===== src/rtl/wb_interconnect_nslave.sv =====
`default_nettype none
// ============================================================================
// Module      : wb_interconnect_nslave
// Description : Wishbone classic single-master to N-slave interconnect.
//               The upper address bits select a slave window. The request is
//               registered and fanned out to all slaves, and only the selected
//               slave sees cyc/stb/we. A timeout and unmapped-address decode
//               end hung or invalid accesses with an error, and an error
//               counter plus the last error address are kept for software.
// Ports       : clk, rst           - clock, synchronous active-high reset
//               wb_*               - master side (adr/dat in, dat/ack/err out)
//               s_*                - flattened slave side, slot i at [i*W +: W]
//               err_count, err_adr - saturating error count, last error address
// Revision    : 1.0 - initial release
// ============================================================================
module wb_interconnect_nslave #(
    parameter int NUM_SLAVES     = 4,
    parameter int ADDR_WIDTH     = 8,
    parameter int DATA_WIDTH     = 8,
    parameter int WIN_BITS       = 4,
    parameter int TIMEOUT_CYCLES = 255,
    parameter logic [DATA_WIDTH-1:0] ERR_DATA = {DATA_WIDTH{1'b1}}
) (
    input  logic                             clk,
    input  logic                             rst,
    input  logic [ADDR_WIDTH-1:0]            wb_adr_i,
    input  logic [DATA_WIDTH-1:0]            wb_dat_i,
    output logic [DATA_WIDTH-1:0]            wb_dat_o,
    input  logic                             wb_cyc_i,
    input  logic                             wb_stb_i,
    input  logic                             wb_we_i,
    output logic                             wb_ack_o,
    output logic                             wb_err_o,
    output logic [NUM_SLAVES*ADDR_WIDTH-1:0] s_adr_o,
    output logic [NUM_SLAVES*DATA_WIDTH-1:0] s_dat_o,
    input  logic [NUM_SLAVES*DATA_WIDTH-1:0] s_dat_i,
    output logic [NUM_SLAVES-1:0]            s_cyc_o,
    output logic [NUM_SLAVES-1:0]            s_stb_o,
    output logic [NUM_SLAVES-1:0]            s_we_o,
    input  logic [NUM_SLAVES-1:0]            s_ack_i,
    output logic [7:0]                       err_count,
    output logic [ADDR_WIDTH-1:0]            err_adr
);

    localparam int IDX_W = ADDR_WIDTH - WIN_BITS;
    localparam int CNT_W = $clog2(TIMEOUT_CYCLES + 1);
    // One extra bit so NUM_SLAVES == 2**IDX_W is representable.
    localparam logic [IDX_W:0]   c_num_slaves = (IDX_W + 1)'(NUM_SLAVES);
    localparam logic [CNT_W-1:0] c_cnt_last   = CNT_W'(TIMEOUT_CYCLES - 1);

    typedef enum logic [1:0] {
        S_IDLE   = 2'd0,
        S_ACTIVE = 2'd1,
        S_RESP   = 2'd2
    } state_t;

    state_t                  r_state;
    state_t                  w_state_nxt;
    logic [ADDR_WIDTH-1:0]   r_adr;
    logic [DATA_WIDTH-1:0]   r_dat;
    logic                    r_we;
    logic [IDX_W-1:0]        r_sel;
    logic [CNT_W-1:0]        r_cnt;
    logic [DATA_WIDTH-1:0]   r_rdata;
    logic                    r_err;
    logic [7:0]              r_err_count;
    logic [ADDR_WIDTH-1:0]   r_err_adr;

    logic [IDX_W-1:0]        w_idx;
    logic                    w_mapped;
    logic                    w_active;
    logic [NUM_SLAVES-1:0]   w_hit;
    logic [NUM_SLAVES-1:0]   w_ack_hit;
    logic [NUM_SLAVES*DATA_WIDTH-1:0] w_dat_hit;
    logic                    w_sel_ack;
    logic [DATA_WIDTH-1:0]   w_sel_dat;
    logic                    w_req_ok;
    logic                    w_req_bad;
    logic                    w_done_ack;
    logic                    w_done_to;

    assign w_idx    = wb_adr_i[ADDR_WIDTH-1:WIN_BITS];
    assign w_mapped = ({1'b0, w_idx} < c_num_slaves);
    assign w_active = (r_state == S_ACTIVE);

    for (genvar i = 0; i < NUM_SLAVES; i++) begin : g_slave
        localparam logic [IDX_W-1:0] c_idx = IDX_W'(i);
        assign w_hit[i]     = (r_sel == c_idx);
        assign s_cyc_o[i]   = w_active & w_hit[i];
        assign s_stb_o[i]   = w_active & w_hit[i];
        assign s_we_o[i]    = w_active & w_hit[i] & r_we;
        assign s_adr_o[i*ADDR_WIDTH +: ADDR_WIDTH] = r_adr;
        assign s_dat_o[i*DATA_WIDTH +: DATA_WIDTH] = r_dat;
        // Acks and data from non-selected slaves are masked out here.
        assign w_ack_hit[i] = s_ack_i[i] & w_hit[i];
        assign w_dat_hit[i*DATA_WIDTH +: DATA_WIDTH] =
            s_dat_i[i*DATA_WIDTH +: DATA_WIDTH] & {DATA_WIDTH{w_hit[i]}};
    end

    assign w_sel_ack = |w_ack_hit;

    always_comb begin
        w_sel_dat = '0;
        for (int i = 0; i < NUM_SLAVES; i++) begin
            w_sel_dat = w_sel_dat | w_dat_hit[i*DATA_WIDTH +: DATA_WIDTH];
        end
    end

    always_ff @(posedge clk) begin
        if (rst) begin
            r_state <= S_IDLE;
        end else begin
            r_state <= w_state_nxt;
        end
    end

    // Master abort has priority over a same-cycle ack; an ack has priority
    // over a same-cycle timeout.
    always_comb begin
        w_state_nxt = r_state;
        w_req_ok    = 1'b0;
        w_req_bad   = 1'b0;
        w_done_ack  = 1'b0;
        w_done_to   = 1'b0;
        case (r_state)
            S_IDLE: begin
                if (wb_cyc_i && wb_stb_i) begin
                    if (w_mapped) begin
                        w_state_nxt = S_ACTIVE;
                        w_req_ok    = 1'b1;
                    end else begin
                        w_state_nxt = S_RESP;
                        w_req_bad   = 1'b1;
                    end
                end
            end
            S_ACTIVE: begin
                if (!wb_cyc_i) begin
                    w_state_nxt = S_IDLE;
                end else if (w_sel_ack) begin
                    w_state_nxt = S_RESP;
                    w_done_ack  = 1'b1;
                end else if (r_cnt == c_cnt_last) begin
                    w_state_nxt = S_RESP;
                    w_done_to   = 1'b1;
                end
            end
            S_RESP: begin
                w_state_nxt = S_IDLE;
            end
            default: begin
                w_state_nxt = S_IDLE;
            end
        endcase
    end

    always_ff @(posedge clk) begin
        if (rst) begin
            r_adr       <= '0;
            r_dat       <= '0;
            r_we        <= 1'b0;
            r_sel       <= '0;
            r_cnt       <= '0;
            r_rdata     <= '0;
            r_err       <= 1'b0;
            r_err_count <= '0;
            r_err_adr   <= '0;
        end else begin
            if (w_req_ok || w_req_bad) begin
                r_adr <= wb_adr_i;
                r_dat <= wb_dat_i;
                r_we  <= wb_we_i;
                r_sel <= w_idx;
            end
            if (w_req_ok) begin
                r_cnt <= '0;
            end else if (w_active) begin
                r_cnt <= r_cnt + CNT_W'(1);
            end
            if (w_done_ack) begin
                r_rdata <= w_sel_dat;
            end else if (w_done_to || w_req_bad) begin
                r_rdata <= ERR_DATA;
            end
            if (w_done_ack || w_done_to || w_req_bad) begin
                r_err <= w_done_to | w_req_bad;
            end
            // Statistics update on the edge that enters RESP, so they are
            // already valid while the error ack is on the bus.
            if (w_done_to || w_req_bad) begin
                if (r_err_count != 8'hFF) begin
                    r_err_count <= r_err_count + 8'd1;
                end
                r_err_adr <= w_req_bad ? wb_adr_i : r_adr;
            end
        end
    end

    assign wb_ack_o  = (r_state == S_RESP);
    assign wb_err_o  = (r_state == S_RESP) & r_err;
    assign wb_dat_o  = r_rdata;
    assign err_count = r_err_count;
    assign err_adr   = r_err_adr;

endmodule
`default_nettype wire


===== config.mk =====
export PLATFORM = sky130hd
export DESIGN_NAME = wb_interconnect_nslave
export DESIGN_NICKNAME = d
export VERILOG_FILES = /design/src/rtl/wb_interconnect_nslave.sv
export SDC_FILE = /design/constraint.sdc
export NUM_CORES = 1
export LEC_CHECK = 0
export BUFFER_PORTS_ARGS = -buffer_cell sky130_fd_sc_hd__buf_2
export CORE_MARGIN = 1
export CORE_UTILIZATION = 45
export DETAILED_ROUTE_END_ITERATION = 10
export PLACE_DENSITY_LB_ADDON = 0.08
export RECOVER_POWER = 50
export SYNTH_ARGS = -nofsm -noshare
export SYNTH_HDL_FRONTEND = slang
export SYNTH_SLANG_ARGS = --single-unit

===== constraint.sdc =====
create_clock -name clk -period 2.25 [get_ports clk]
set_clock_uncertainty 0.05 [all_clocks]
set_input_delay 0.5625 -clock clk [delete_from_list [all_inputs] [get_ports clk]]
set_output_delay 0.5625 -clock clk [all_outputs]
set_load 0.01 [all_outputs]

== Word level (Yosys, flattened, before mapping) ==
Cells that the tools add are included.

* Register bits: 56
* Word-level logic and storage cells: 77

* Bitwise logic cells: 21
* Mux-type cells: 22
* Reduce and logical (&&, ||, !) cells: 12
* Equality and inequality tests: 9
* $add $sub $neg: 2
* $lt $le $gt $ge: 1

{| class="wikitable"
|+ Operators with widths
! cell !! number
|-
| bitwise AND 8 bit || 4
|-
| 2-to-1 mux 8 bit || 3
|-
| OR 8 bit || 3
|-
| adder 8 x 1 -> 8 bit (second input constant) || 2
|-
| bitwise AND 1 bit || 13
|-
| 2-to-1 mux 1 bit || 13
|-
| 2-to-1 mux 2 bit || 5
|-
| equality test 4 x 2 -> 1 bit (second input constant) || 2
|-
| equality test 8 bit (second input constant) || 1
|-
| != test 8 bit (second input constant) || 1
|-
| equality test 4 x 1 -> 1 bit (second input constant) || 1
|-
| zero test 4 bit || 1
|-
| logical OR 1 bit || 4
|-
| less-than comparator 4 x 3 -> 1 bit (second input constant) || 1
|-
| != test 4 x 2 -> 1 bit (second input constant) || 1
|-
| one-hot mux 2 bit (2 select lines) || 1
|-
| AND reduction 2 bit || 2
|-
| OR reduction 4 bit || 1
|-
| equality test 2 x 1 -> 1 bit (second input constant) || 1
|-
| equality test 2 bit (second input constant) || 1
|-
| zero test 2 bit || 1
|-
| != test 2 bit (second input constant) || 1
|-
| nonzero test 2 bit || 1
|-
| OR reduction 2 bit || 1
|-
| other kinds (2) || 2
|}

== Depth between registers and ports, before layout ==
Gate-level depths: netlist of the first run.

* Word-level depth: 9
* Gate-level depth with buffers: 8

== Worst setup path before layout of the first run ==
OpenSTA, ideal clock, no wires.

* Path kind: register to output
* Start: reg, netlist name r_adr[5]
* End: out s_we_o[0]
* Arrival: 1.602 ns
* Data required time: 1.637 ns
* Path buffers: 1
* Path slack: 0.036 ns
* Stages on the path, launching flop included: 5
* Cell sequence: dfxtp_1 -> or3_1 -> clkbuf_1 -> nor3_1 -> and2_1

{| class="wikitable"
|+ RTL lines
! what !! line !! text
|-
| end, declared || 39 || <nowiki>output logic [NUM_SLAVES-1:0] s_we_o,</nowiki>
|}

==> metrics.yaml, run 1 <==
outcome:
  status: "complete, no violations"
floorplan:
  initial_core_util_pct: 47.7
  io_pins: 159
  die_w_microns: 81.9
  die_h_microns: 81.9
  rows: 28
  core_region_area_sq_mm: 0.00603
  die-area_sq_mm: 0.00671
clock_tree:
  cts_tree: "done"
  clk_pin_slew_ns: 0.11
  cts_root_buffer: "clkbuf_8"
  numClockSinks: 52
  htreeDepth: 2
  clk_latency_ns: 0.31
  cts_hold_buffers: 0
  cts_buffer_depth: 2
  cts_made_buffers: 5
  cts_setup_buffers: 0
synth:
  syn_area_per_cell_sq_um: 8.58
  ys_seq_area_share_pct: 36.2
  netlist_area_sq_mm: 0.00288
  synthArstFlopShare_pct: 0
  synth_edf_count: 0
  synthesis.yosys.warnings: 0
  synthFlopType: "dfxtp_1"
  syn_nets: 395
  ys_ff_latch: 52
  syn_inst: 335
  ys_types: 46
critical_path:
  rrSetupSlack_ns: 0.20
  cpPeakStageDelay_ns: 0.38
  crit_start: "r_adr[7]$_SDFFE_PP0P_"
  critPathLaunchType: "register"
  r2r_cells: 5
  critPathCaptureType: "primary output"
  slowest_stage: "dfxtp_4"
  arrival_ns: 1.56
  worstPathMaxFanout: 8
  path_class: "reg -> out"
  r2r_start: "r_adr[7]$_SDFFE_PP0P_"
  required_ns: 1.64
  r2r-end: "err_count[0]$_SDFFE_PP0P_"
  cp_cell_sequence: "or3_4 -> nor3_2 -> and2_1 -> buf_2"
power:
  combPwrFrac_pct: 18.1
  p_clk_share_pct: 29.6
  p_total_mw: 1.90
  p_per_area_mw_per_mm2: 552
  ir_worst_vdd_mv: 0.295
  p_leak_nw: 1.46
  switchingPower_mw: 0.560
  switching_share_pct: 29.5
  internal_power_mw: 1.34
  pwr-share-seq_pct: 52.3
placed_design:
  port_buffers: 158
  place_congestion: 0.812
  dp_hpwl_mm: 5.36
  dp_cells: 512
  place_area_sq_mm: 0.00338
final_layout:
  antenna_cells: 0
  syn_to_final_growth_pct: 19.7
  final-seq-area_sq_mm: 0.00105
  multiInputGateArea_sq_mm: 0.00138
  fin_cells: 520
  nets: 504
  stdcell_area_sq_mm: 0.00344
  nFillCells: 613
  drive_gt1_share_pct: 33.0
timing:
  slew_violations: 0
  slew_headroom_pct: 44.3
  period_minus_slack_ns: 2.17
  finalHoldViolCount: 0
  tns_ns: 0
  clock.fmax_mhz: 460
  final.period_utilization_pct: 96.6
  tightest_slew_ns: 0.836
  setup_viol_count_final: 0
  rsz0062_at_grt: "no"
worst_hold_path:
  hold_path_depth: 3
  hold_end: "r_dat[6]$_SDFFE_PP0P_"
  hp-start: "wb_dat_i[6]"
  hp-class: "in -> reg"
global_route:
  grt_overflow: 0
  grt_pass1_vias: 2151
  track_usage_pct: 20.6
  grt_pass1_wl_mm: 10.4
  grt_max_degree: 36
  antenna_found_initial: 0
route:
  drc: 0
  vias_per_cell: 5.10
  ant_nets: 0
  wire_per_inst_microns: 13.9
  drt_first_pass_iters: 4
  finalWirelength_mm: 7.23
  drtIter0Drc: 82
  vias: 2654
job:
  drv_cap: 0
-- layout make-up --
cell class	instances	share of cell area, %
Multi-Input combinational cell	212	40.1
Clock buffer	5	2.00
Timing Repair Buffer	170	23.7
Sequential cell	52	30.4
Clock inverter	3	0.727
Tap cell	75	2.73
Inverter	3	0.327
-- timing repair --
item / CTS / global route
resized for setup: 6 / 6
endpoints found under the setup margin: 8 / 6
pin swaps: 0 / 1
-- Yosys cell counts, types with 2 or more instances --
master	count	area, sq um
xor2_1	5	43.8
o221a_2	9	101
o21ai_0	3	15.0
nand2_1	50	188
a211oi_1	8	60.1
ha_1	3	37.5
inv_1	3	11.3
nor3_1	4	20.0
clkbuf_1	11	41.3
or4_1	2	15.0
o31ai_1	2	15.0
or3_1	4	25.0
nand4_1	5	31.3
mux2i_1	26	260
nand3_1	3	15.0
nor2_1	24	90.1
buf_2	2	10.0
o22ai_1	10	62.6
and2_1	4	25.0
and4_1	2	17.5
dfxtp_1	52	1040
a21oi_1	25	125
nor2b_1	3	18.8
buf_4	52	390
buf_6	2	22.5
-- layout by cell type (no fill, tap or decap), types with 2 or more instances in the layout --
cell type	netlist	final
buf_2	2	104
clkbuf_1	11	55
nand2_1	50	50
dfxtp_1	52	50
mux2i_1	26	26
a21oi_1	25	25
nor2_1	24	23
o22ai_1	10	10
o221a_2	9	9
buf_4	52	9
a211oi_1	8	8
xor2_1	5	5
nand4_1	5	5
clkbuf_8	0	5
and2_1	4	4
inv_1	3	3
nand3_1	3	3
nor3_1	4	3
o21ai_0	3	3
or3_1	4	3
ha_1	3	3
nor2b_1	3	2
nor3_4	1	2
and4_1	2	2
o31ai_1	2	2
or4_1	2	2
inv_6	0	2
buf_6	2	2
-- kinds of logic after synthesis --
group                    after synthesis  share of synthesized area (%)
AO/OA/AOI/OAI                         64                           15.3
XOR/XNOR                               6                           1.83
adder cells (fa/ha/maj)                3                           1.31
buffers and inverters                 71                           16.7
flip-flops                            52                           36.2
multiplexers                          27                           9.57
AND/OR/NAND/NOR                      112                           19.1
-- per-stage QoR --
stage	setup WS (ns)	hold slack, ns	utilization [%]
floorplan	0.0355	0.398	-
global placement	0.194	0.421	56.1
detailed placement	0.155	0.428	56.1
CTS	0.0265	0.412	58.0
global route	0.0103	0.411	57.1
finish	0.0769	0.418	57.1
-- critical path, delay by kind of cell, from the launching register on --
kind,cells,cell delay (ns)
AND/OR/NAND/NOR,3,0.75
flip-flops,1,0.38
buffers and inverters,1,0.12
-- power by group through the flow --
stage | clock, mW | sequential, mW | combinational [mW]
final | 0.561 | 0.993 | 0.344
after CTS | 0.577 | 0.992 | 0.358
after floorplan | 0 | 1.03 | 0.226
after detailed placement | 0 | 1.01 | 0.356
after global placement | 0 | 1.01 | 0.352
after global routing | 0.617 | 1.00 | 0.383
-- registers in the layout (all words and copies together), names as in the netlist --
register,cells
err_count,8
r_cnt,8
r_err,1
r_adr,8
err_adr,8
r_state,2
r_dat,8
r_we,1
wb_dat_o,8
-- per-layer routing --
layer,global-route usage [%],vias up,part of all wire [%]
met1,27.6,1176,45
met2,33.8,132,47
li1,-,1341,-
met5,0,-,0
met4,5.79,0,0.80
met3,3.56,5,7.4
-- how the worst max path moves through the flow --
stage,to,depth (start not counted)
2_1_floorplan,s_we_o[0],4
3_3_place_gp,err_count[5]$_SDFFE_PP0P_,6
6_report,s_we_o[0],4
5_1_grt,s_cyc_o[1],4
4_1_cts,s_stb_o[1],4
3_5_place_dp,err_count[7]$_SDFFE_PP0P_,6
Power figures use the tool's default switching activity.
==> run 2: changes to the inputs <==
--- a/config.mk
+++ b/config.mk
@@ -8,7 +8,9 @@
 export BUFFER_PORTS_ARGS = -buffer_cell sky130_fd_sc_hd__buf_2
 export CORE_MARGIN = 1
 export CORE_UTILIZATION = 45
+export CTS_CLUSTER_DIAMETER = 100
 export DETAILED_ROUTE_END_ITERATION = 10
+export MAX_ROUTING_LAYER = met4
 export PLACE_DENSITY_LB_ADDON = 0.08
 export RECOVER_POWER = 50
 export SYNTH_ARGS = -nofsm -noshare
==> metrics.yaml, run 2 (synthesis gave the netlist of run 1 again) <==
global_route:
  grt_util_met2_pct: 33.8  # unchanged
  grt_pass1_wl_mm: 10.5  # +0.13%
  grt_overflow: 0  # unchanged
  use_met3_pct: 3.22  # -0.33 points
  top_usage_layer: "met2"
  grt_pass1_vias: 2155  # +0.19%
  grt_max_degree: 36  # unchanged
  grt.met1_usage_pct: 27.8  # +0.20 points
  track_usage_pct: 21.2  # +0.60 points
  antenna_found_initial: 0  # unchanged
power:
  pwr-share-seq_pct: 52.2  # about the same
  switchingPower_mw: 0.562  # +0.38%
  p_clk_share_pct: 29.7  # about the same
  p_per_area_mw_per_mm2: 552  # +0.11%
  ir_worst_vdd_mv: 0.295  # about the same
  switching_share_pct: 29.6  # +0.079 points
  p_leak_nw: 1.46  # unchanged
  internal_power_mw: 1.34  # about the same
  p_total_mw: 1.90  # +0.11%
  combPwrFrac_pct: 18.1  # about the same
timing:
  clock.fmax_mhz: 459  # -0.16%
  period_minus_slack_ns: 2.18  # +0.00353 ns
  tns_ns: 0  # unchanged
  rsz0062_at_grt: "no"
  slew_violations: 0  # unchanged
  hold_ws_ns: 0.415  # -0.00296 ns
  finalHoldViolCount: 0  # unchanged
  slew_headroom_pct: 45.1  # +0.85 points
  final.period_utilization_pct: 96.7  # +0.16 points
  tightest_slew_ns: 0.823  # -0.0128 ns
  setup_viol_count_final: 0  # unchanged
route:
  ant_nets: 0  # unchanged
  wire_per_inst_microns: 13.9  # +0.12%
  drt_first_pass_iters: 4  # unchanged
  drc: 0  # unchanged
  drtIter0Drc: 85  # +3.7%
  vias_per_cell: 5.13  # +0.41%
  vias: 2665  # +0.41%
  finalWirelength_mm: 7.24  # +0.12%
floorplan:
  die_h_microns: 81.9  # unchanged
  die-area_sq_mm: 0.00671  # unchanged
  rows: 28  # unchanged
  die_w_microns: 81.9  # unchanged
  core_region_area_sq_mm: 0.00603  # unchanged
  io_pins: 159  # unchanged
  initial_core_util_pct: 47.7  # unchanged
critical_path:
  worstPathMaxFanout: 8  # unchanged
  path_class: "reg -> out"
  critPathCaptureType: "primary output"
  arrival_ns: 1.56  # about the same
  required_ns: 1.64  # about the same
  critPathLaunchType: "register"
clock_tree:
  htreeDepth: 2  # unchanged
  cts_made_buffers: 5  # unchanged
  cts_tree: "done"
  cts_root_buffer: "clkbuf_8"
  cts_hold_buffers: 0  # unchanged
  cts_buffer_depth: 2  # unchanged
  numClockSinks: 52  # unchanged
  clk_pin_slew_ns: 0.11  # about the same
  clk_latency_ns: 0.32  # about the same
final_layout:
  nets: 504  # unchanged
  fin_util_pct: 57.1  # unchanged
  syn_to_final_growth_pct: 19.7  # unchanged
  mostFrequentLayoutCell: "buf_2"
  antenna_cells: 0  # unchanged
  layout_common_cells: "buf_2, clkbuf_1, nand2_1, dfxtp_1, mux2i_1"
  stdcell_area_sq_mm: 0.00344  # unchanged
  nFillCells: 613  # unchanged
  drive_gt1_share_pct: 33.0  # unchanged
job:
  drv_cap: 0  # unchanged
placed_design:
  port_buffers: 158  # unchanged
  place_congestion: 0.824  # +1.5%
  place_area_sq_mm: 0.00338  # unchanged
  dp_hpwl_mm: 5.36  # unchanged
outcome:
  status: "complete, no violations"
worst_hold_path:
  hp-class: "in -> reg"
[run 2: through the flow]
| stage | std cells | setup WS (ns) |
|---|---|---|
| 5_1_grt | 520 | 0.0103 |
| 2_1_floorplan | 335 | 0.0355 |
| 3_5_place_dp | 512 | 0.155 |
| 4_1_cts | 520 | 0.0265 |
| 6_report | 520 | 0.0734 |
| 3_3_place_gp | 512 | 0.194 |
[run 2: final timing paths]
check	start	to	slack (ns)	depth (start not counted)
max	r_adr[7]$_SDFFE_PP0P_	s_we_o[0]	0.07	4
min	wb_dat_i[6]	r_dat[6]$_SDFFE_PP0P_	0.41	3
max reg2reg	r_adr[7]$_SDFFE_PP0P_	err_count[0]$_SDFFE_PP0P_	0.21	5
min reg2reg	r_dat[7]$_SDFFE_PP0P_	r_dat[7]$_SDFFE_PP0P_	0.45	2
[run 2: timing repair]
item / CTS / global route
pin swaps: 0 / 1
setup endpoints to repair: 8 / 6
setup buffers: 0 / 0
gates resized for setup: 6 / 6
[run 2: final cells by class]
type	count	area (sq um)	area share, %
multi-input cells	212	1380	40.1
clock buffers	5	68.8	2.00
repair buffers	170	817	23.7
flip-flops and latches	52	1050	30.4
well taps	75	93.8	2.73
clock inverters	3	25.0	0.727
inverters	3	11.3	0.327
[run 2: per-layer routing]
metal,part of all wire [%],wire [microns],vias up
met1,45,3250,1192
met2,48,3450,126
met3,6.7,482,5
met4,0.73,53,0
li1,-,-,1342
met5,0,0,-
[run 2: power by group through the flow]
stage | sequential, mW | clock (mW) | combinational [mW]
after global placement | 1.01 | 0 | 0.352
after CTS | 0.992 | 0.577 | 0.358
final | 0.993 | 0.564 | 0.344
after floorplan | 1.03 | 0 | 0.226
after detailed placement | 1.01 | 0 | 0.356
after global routing | 1.00 | 0.617 | 0.383
[run 2: worst max-delay path, cell delays in order (launching register included)]
cell and delay [ns]:
dfxtp_4 0.38, or3_4 0.36, nor3_2 0.22, and2_1 0.16, buf_2 0.12
